===== config.mk =====
export PLATFORM = sky130hd
export DESIGN_NAME = vga_dual_bank_ram
export DESIGN_NICKNAME = d
export VERILOG_FILES = /design/src/rtl/vga_ram_pkg.sv /design/src/rtl/vga_ram_bank.sv /design/src/rtl/vga_dual_bank_ram.sv
export SDC_FILE = /design/constraint.sdc
export NUM_CORES = 2
export LEC_CHECK = 0
export BUFFER_PORTS_ARGS = -buffer_cell sky130_fd_sc_hd__buf_2
export CAP_MARGIN = 30
export CORE_ASPECT_RATIO = 1.25
export CORE_MARGIN = 2
export CORE_UTILIZATION = 45
export DETAILED_ROUTE_END_ITERATION = 8
export PLACE_DENSITY_LB_ADDON = 0.12
export SETUP_SLACK_MARGIN = 0.5
export SLEW_MARGIN = 20
export SYNTH_ARGS = -nofsm -noshare
export SYNTH_HDL_FRONTEND = slang
export SYNTH_SLANG_ARGS = --single-unit

===== constraint.sdc =====
create_clock -name clk -period 5.7 [get_ports clk]
set_input_delay 0.285 -clock clk [delete_from_list [all_inputs] [get_ports clk]]
set_output_delay 0.285 -clock clk [all_outputs]
set_load 0.02 [all_outputs]

===== src/rtl/vga_ram_pkg.sv =====
// vga_ram_pkg
//   Shared definitions for the double-buffered VGA pixel RAM.
//   - clog2       : constant function for deriving address widths
//   - SWAP_IDLE,
//     SWAP_PENDING: bank-swap FSM state encoding
//   - LANE0_LSB   : lane 0 of a write word occupies the least-significant bits
package vga_ram_pkg;

  // Number of bits needed to address 'value' entries (0 for value <= 1).
  function automatic int clog2(input int value);
    int result;
    int v;
    result = 0;
    v = value - 1;
    while (v > 0) begin
      result++;
      v = v >> 1;
    end
    return result;
  endfunction

  // Swap FSM state encoding.
  localparam logic [0:0] SWAP_IDLE    = 1'b0;
  localparam logic [0:0] SWAP_PENDING = 1'b1;

  // Pixel lane ordering inside a write word: lane 0 sits in the LSBs.
  localparam bit LANE0_LSB = 1'b1;

endpackage : vga_ram_pkg


===== src/rtl/vga_ram_bank.sv =====
// vga_ram_bank
//   One pixel bank: an inferred simple dual-port RAM with a wide write port
//   carrying per-lane write enables and a registered wide read port.
//   Each lane is stored in its own array so the lane enables map directly
//   onto independent RAM write enables.
// Ports
//   clk         in   1             clock for both ports
//   wr_en       in   1             write strobe
//   wr_addr     in   AW            write word address
//   wr_data     in   LANE_W*LANES  write word; lane k = [k*LANE_W +: LANE_W]
//   wr_lane_en  in   LANES         per-lane write enable
//   rd_en       in   1             read strobe; rd_data updates on the next edge
//   rd_addr     in   AW            read word address
//   rd_data     out  LANE_W*LANES  registered read word; holds when rd_en=0
module vga_ram_bank import vga_ram_pkg::*; #(
  parameter  int LANE_W = 8,
  parameter  int LANES  = 4,
  parameter  int DEPTH  = 64,
  localparam int AW     = clog2(DEPTH),
  localparam int W      = LANE_W * LANES
) (
  input  logic             clk,
  input  logic             wr_en,
  input  logic [AW-1:0]    wr_addr,
  input  logic [W-1:0]     wr_data,
  input  logic [LANES-1:0] wr_lane_en,
  input  logic             rd_en,
  input  logic [AW-1:0]    rd_addr,
  output logic [W-1:0]     rd_data
);

  genvar gi;
  generate
    for (gi = 0; gi < LANES; gi++) begin : g_lane
      logic [LANE_W-1:0] mem [DEPTH];
      logic [LANE_W-1:0] rd_lane_reg;

      // RAM contents and the RAM output register carry no reset so the
      // array maps onto block RAM.
      always_ff @(posedge clk) begin
        if (wr_en && wr_lane_en[gi]) begin
          mem[wr_addr] <= wr_data[gi*LANE_W +: LANE_W];
        end
        if (rd_en) begin
          rd_lane_reg <= mem[rd_addr];
        end
      end

      assign rd_data[gi*LANE_W +: LANE_W] = rd_lane_reg;
    end
  endgenerate

endmodule : vga_ram_bank


===== src/rtl/vga_dual_bank_ram.sv =====
// vga_dual_bank_ram
//   Double-buffered VGA pixel RAM. Wide-word writes always land in the back
//   bank, narrow pixel reads always come from the front bank. A swap request
//   is held until the next frame_start strobe so the displayed frame never
//   tears.
// Ports
//   clk          in   1         single clock
//   rst_n        in   1         asynchronous active-low reset
//   wr_en        in   1         write strobe into the back bank
//   wr_addr      in   WR_AW     write word address
//   wr_data      in   WR_WIDTH  write data; lane k = [k*RD_WIDTH +: RD_WIDTH]
//   wr_lane_en   in   R         per-lane write enable
//   rd_en        in   1         pixel read strobe from the front bank
//   rd_addr      in   RD_AW     pixel address: upper bits word, low log2(R) bits lane
//   rd_data      out  RD_WIDTH  pixel data
//   rd_valid     out  1         rd_data belongs to the read issued LAT cycles ago
//   swap_req     in   1         bank swap request pulse
//   frame_start  in   1         frame boundary pulse
//   swap_pending out  1         swap requested, waiting for frame_start
//   front_bank   out  1         bank currently being read
// Build option
//   VGA_DUAL_BANK_RAM_OUT_REG_EN : adds an output register stage (LAT=2);
//                                  undefined gives LAT=1.
// R = WR_WIDTH/RD_WIDTH must be a power of two of at least 2.
module vga_dual_bank_ram import vga_ram_pkg::*; #(
  parameter  int WR_WIDTH = 32,
  parameter  int RD_WIDTH = 8,
  parameter  int WR_DEPTH = 64,
  localparam int R        = WR_WIDTH / RD_WIDTH,
  localparam int RD_DEPTH = WR_DEPTH * R,
  localparam int WR_AW    = clog2(WR_DEPTH),
  localparam int RD_AW    = clog2(RD_DEPTH),
  localparam int LANE_AW  = clog2(R)
) (
  input  logic                clk,
  input  logic                rst_n,
  input  logic                wr_en,
  input  logic [WR_AW-1:0]    wr_addr,
  input  logic [WR_WIDTH-1:0] wr_data,
  input  logic [R-1:0]        wr_lane_en,
  input  logic                rd_en,
  input  logic [RD_AW-1:0]    rd_addr,
  output logic [RD_WIDTH-1:0] rd_data,
  output logic                rd_valid,
  input  logic                swap_req,
  input  logic                frame_start,
  output logic                swap_pending,
  output logic                front_bank
);

  // ---------------------------------------------------------------------
  // Swap FSM
  // ---------------------------------------------------------------------
  logic [0:0] swap_state_reg, swap_state_next;
  logic       front_bank_reg, front_bank_next;

  always_comb begin
    swap_state_next = swap_state_reg;
    front_bank_next = front_bank_reg;
    case (swap_state_reg)
      SWAP_IDLE: begin
        if (swap_req && frame_start) begin
          // Request coincides with the boundary: apply it right away.
          front_bank_next = ~front_bank_reg;
        end else if (swap_req) begin
          swap_state_next = SWAP_PENDING;
        end
      end
      SWAP_PENDING: begin
        // Further swap_req pulses merge into the one already pending.
        if (frame_start) begin
          front_bank_next = ~front_bank_reg;
          swap_state_next = SWAP_IDLE;
        end
      end
      default: begin
        swap_state_next = SWAP_IDLE;
      end
    endcase
  end

  always_ff @(posedge clk or negedge rst_n) begin
    if (!rst_n) begin
      swap_state_reg <= SWAP_IDLE;
      front_bank_reg <= 1'b0;
    end else begin
      swap_state_reg <= swap_state_next;
      front_bank_reg <= front_bank_next;
    end
  end

  assign swap_pending = (swap_state_reg == SWAP_PENDING);
  assign front_bank   = front_bank_reg;

  // ---------------------------------------------------------------------
  // Banks. Both ports steer on the registered front_bank, so on a swap edge
  // reads and writes still use the pre-swap assignment and the two ports
  // can never touch the same bank in one cycle.
  // ---------------------------------------------------------------------
  logic [WR_WIDTH-1:0] bank_rd_word [2];

  genvar gi;
  generate
    for (gi = 0; gi < 2; gi++) begin : g_bank
      logic bank_is_front;
      assign bank_is_front = (front_bank_reg == 1'(gi));

      vga_ram_bank #(
        .LANE_W (RD_WIDTH),
        .LANES  (R),
        .DEPTH  (WR_DEPTH)
      ) u_bank (
        .clk        (clk),
        .wr_en      (wr_en & ~bank_is_front),
        .wr_addr    (wr_addr),
        .wr_data    (wr_data),
        .wr_lane_en (wr_lane_en),
        .rd_en      (rd_en & bank_is_front),
        .rd_addr    (rd_addr[RD_AW-1:LANE_AW]),
        .rd_data    (bank_rd_word[gi])
      );
    end
  endgenerate

  // ---------------------------------------------------------------------
  // Read side stage 1: remember which bank and lane the RAM output belongs
  // to. rd_loaded_reg forces rd_data to 0 after reset until the first read,
  // since the RAM output register itself is not reset.
  // ---------------------------------------------------------------------
  logic               rd_valid_s1_reg;
  logic               rd_bank_reg;
  logic               rd_loaded_reg;
  logic [LANE_AW-1:0] rd_lane_reg;

  always_ff @(posedge clk or negedge rst_n) begin
    if (!rst_n) begin
      rd_valid_s1_reg <= 1'b0;
      rd_bank_reg     <= 1'b0;
      rd_loaded_reg   <= 1'b0;
      rd_lane_reg     <= '0;
    end else begin
      rd_valid_s1_reg <= rd_en;
      if (rd_en) begin
        rd_bank_reg   <= front_bank_reg;
        rd_lane_reg   <= rd_addr[LANE_AW-1:0];
        rd_loaded_reg <= 1'b1;
      end
    end
  end

  // Bank mux followed by lane select.
  logic [WR_WIDTH-1:0] rd_word_sel;
  logic [RD_WIDTH-1:0] rd_lanes [R];
  logic [LANE_AW-1:0]  lane_idx;
  logic [RD_WIDTH-1:0] rd_data_s1;

  assign rd_word_sel = bank_rd_word[rd_bank_reg];

  generate
    for (gi = 0; gi < R; gi++) begin : g_lane_split
      assign rd_lanes[gi] = rd_word_sel[gi*RD_WIDTH +: RD_WIDTH];
    end
  endgenerate

  always_comb begin
    lane_idx   = LANE0_LSB ? rd_lane_reg : (LANE_AW'(R - 1) - rd_lane_reg);
    rd_data_s1 = '0;
    if (rd_loaded_reg) begin
      rd_data_s1 = rd_lanes[lane_idx];
    end
  end

  // ---------------------------------------------------------------------
  // Optional output register stage
  // ---------------------------------------------------------------------
`ifdef VGA_DUAL_BANK_RAM_OUT_REG_EN
  logic [RD_WIDTH-1:0] rd_data_s2_reg;
  logic                rd_valid_s2_reg;

  // Copying every cycle keeps the hold behaviour: stage 1 itself holds when
  // no read is issued.
  always_ff @(posedge clk or negedge rst_n) begin
    if (!rst_n) begin
      rd_data_s2_reg  <= '0;
      rd_valid_s2_reg <= 1'b0;
    end else begin
      rd_data_s2_reg  <= rd_data_s1;
      rd_valid_s2_reg <= rd_valid_s1_reg;
    end
  end

  assign rd_data  = rd_data_s2_reg;
  assign rd_valid = rd_valid_s2_reg;
`else
  assign rd_data  = rd_data_s1;
  assign rd_valid = rd_valid_s1_reg;
`endif

endmodule : vga_dual_bank_ram


==> impl_metrics.env <==
export IMPL_status="completed"
export IMPL_drtPass1Iterations=6
export IMPL_initialDrtViolationCount=10569
export IMPL_synthFlopType="edfxtp_1"
export IMPL_r2r_start="front_bank"
export IMPL_synth_common_cells="edfxtp_1 (4,160), mux4_2 (1,040), nor2_1 (556)"
export IMPL_core_rowCount=244
export IMPL_ys_types=36
export IMPL_synth_area_leaders="edfxtp_1 (78%), mux4_2 (15%), nor2_1 (1.3%)"
export IMPL_clockPowerShare_pct=41.5
export IMPL_synth_top_area_share_pct=78.4
export IMPL_post_cts_resized=0
export IMPL_syn_area_sq_um=159000
export IMPL_synth_edf_count=4160
export IMPL_dp_hpwl_microns=307000
export IMPL_cap_violations=0
export IMPL_regToRegSetupSlack_ns=2.30
export IMPL_worstMarginPinSlew_ns=1.10
export IMPL_powerDensity_nw_per_um2=360
export IMPL_htreeDepth=5
export IMPL_largest_reg_flops=4096
export IMPL_timing_final_crit_share_pct=62.2
export IMPL_p_total_mw=65.0
export IMPL_fin_util_pct=51.2
export IMPL_worst_hold_path_type="input pin to flip-flop"
export IMPL_p_int_mw=50.4
export IMPL_grt_pass1_vias=79014
export IMPL_p_leak_nw=55.5
export IMPL_cts_path_max_buffers=4
export IMPL_p_sw_share_pct=22.4
export IMPL_pwr_share_comb_pct=6.0
export IMPL_p_switching_mw=14.6
export IMPL_postRouteAntennaNets=0
export IMPL_die_w_microns=536
export IMPL_via_count=79122
export IMPL_drive_gt1_share_pct=26.4
export IMPL_finalCriticalPeriod_ns=3.55
export IMPL_critical_path_class="flip-flop to output port"
export IMPL_max_slew_margin_pct=26.9
export IMPL_gr_usage_all_layers_pct=26.9
export IMPL_rsz0062_at_grt="no"
export IMPL_synthArstFlopShare_pct=0.168
export IMPL_path_max_fanout=17
export IMPL_wire_per_inst_microns=38.5
export IMPL_drt_vias_per_instance=6.29
export IMPL_critPathLaunch="rd_bank_reg"
export IMPL_ys_seq_area_share_pct=78.5
export IMPL_num_nets_final=7574
export IMPL_worstSkewPairLatency_ns=0.98
export IMPL_initial_core_util_pct=45.2
export IMPL_cts_buffers=407
export IMPL_cts_tree="built"
export IMPL_reg2regPathDepth=5
export IMPL_ir_worst_vdd_uv=276
export IMPL_drv_slew=0
export IMPL_drt_total_wl_microns=485000
export IMPL_die_area_sq_um=359000
export IMPL_fin_setup_tns_ns=0
export IMPL_end_kind="output port"
export IMPL_io_pins=67
export IMPL_required_ns=5.41
export IMPL_hold_violations=0
export IMPL_port_buffers=66
export IMPL_yosys_area_top_type="edfxtp_1"
export IMPL_grt_pass1_wl_microns=661000
export IMPL_finalSetupViolations=0
export IMPL_grt_overflow_total=0
export IMPL_synth_nets=7189
export IMPL_place_congestion=0.857
export IMPL_clockRootBuffer="clkbuf_16"
export IMPL_finalHoldWorstSlack_ns=0.189
export IMPL_area_growth_pct=13.4
export IMPL_die_h_microns=669
export IMPL_cts_sinks=4167
export IMPL_synth_most_common_cell="edfxtp_1"
export IMPL_ys_ff_latch=4167
export IMPL_core_area_sq_um=353000
export IMPL_clk_pin_slew_worst_paths_ns=0.07
export IMPL_crit_path_start_kind="flip-flop"
export IMPL_grt_max_degree=89
export IMPL_layout_area_seq_sq_um=125000
export IMPL_timing_rr_end="g_bank[1].u_bank.g_lane[2].mem[10][7]"
export IMPL_antenna_found_initial=55
export IMPL_seqPwrFrac_pct=52.5
export IMPL_crit_end="rd_data[7]"
export IMPL_fmaxAchievable_mhz=282
export IMPL_synth_avg_cell_area_sq_um=22.3
export IMPL_skew_ns=0.0485
export IMPL_yosysWarnings=0
export IMPL_worst_ep_arrival_time_ns=3.26
export IMPL_syn_instance_count=7133
export IMPL_drc=0
export IMPL_fillers=27882
export IMPL_multi_input_area_sq_um=32500
## metrics by stage
step,setup slack [ns],area [sq um],cells
2_1_floorplan,3.16,159000,7133
3_3_place_gp,1.30,166000,11677
3_5_place_dp,1.66,167000,11725
4_1_cts,2.11,180000,12521
5_1_grt,2.12,181000,12543
6_report,2.15,181000,12584
## how the worst min path moves through the flow
stage	from	end	cells after the start
finish	rd_en	rd_valid	2
global route	rd_en	rd_valid	2
CTS	rd_en	rd_valid	2
detailed placement	rst_n	lane_idx[1]	1
global placement	rst_n	lane_idx[0]	1
floorplan	rst_n	front_bank	0
## cells by family (layout without fill, tap and decap cells)
| logic type | Yosys count | after routing | synth area share [%] |
|---|---|---|---|
| AND/OR/NAND/NOR | 807 | 807 | 2.09 |
| flip-flops | 4167 | 4167 | 78.5 |
| buffers and inverters | 438 | 1168 | 1.30 |
| other | 0 | 47 | 0 |
| multiplexers | 1144 | 1144 | 15.4 |
| AO/OA/AOI/OAI | 576 | 576 | 2.74 |
| XOR/XNOR | 1 | 1 | 0.00550 |
## area by class of cell
cell class                 count  area share (%)
inverter                       1         0.00208
antenna                       47          0.0651
multi-input combinational   2528            18.0
sequential                  4167            69.2
tap                         4674            3.24
clock inverter               247            1.31
clock buffer                 507            5.96
timing repair buffer         413            2.18
## cell usage in the layout, fill, tap and decap left out, types with 88 or more instances in the layout
master and count:
clkbuf_1 88, a22oi_1 256, clkinv_1 96, nor2_1 520
buf_4 277, clkbuf_16 415, mux4_2 1040, edfxtp_1 4160
o22ai_1 99, mux2i_1 101, nand3_1 128
## power groups by stage
stage / Clock (mW) / Combinational [mW] / Sequential, mW
after floorplan: 0 / 1.92 / 34.6
after CTS: 27.3 / 3.94 / 34.1
after global routing: 28.4 / 4.06 / 34.1
after global placement: 0 / 3.84 / 34.8
after detailed placement: 0 / 3.89 / 34.8
final: 27.0 / 3.92 / 34.1
## metal layers
layer	track usage, %	share of wire, %	vias up
li1	-	-	31128
met1	36.9	39	43366
met2	43.1	49	3896
met3	5.03	8.6	718
met4	9.84	4.0	14
met5	0	0.018	-
## timing repair
item,in CTS,in global routing
setup buffers,0,0
hold buffers,42,0
hold endpoints to repair,1773,0
## worst max-delay path, cell delays in order (launching register included)
cell,delay [ns]
dfrtp_1,0.33
buf_4,0.39
mux4_2,0.42
mux2i_1,0.10
nor2b_1,0.71
buf_2,0.30
No activity file was read; power rests on OpenSTA's default activity.
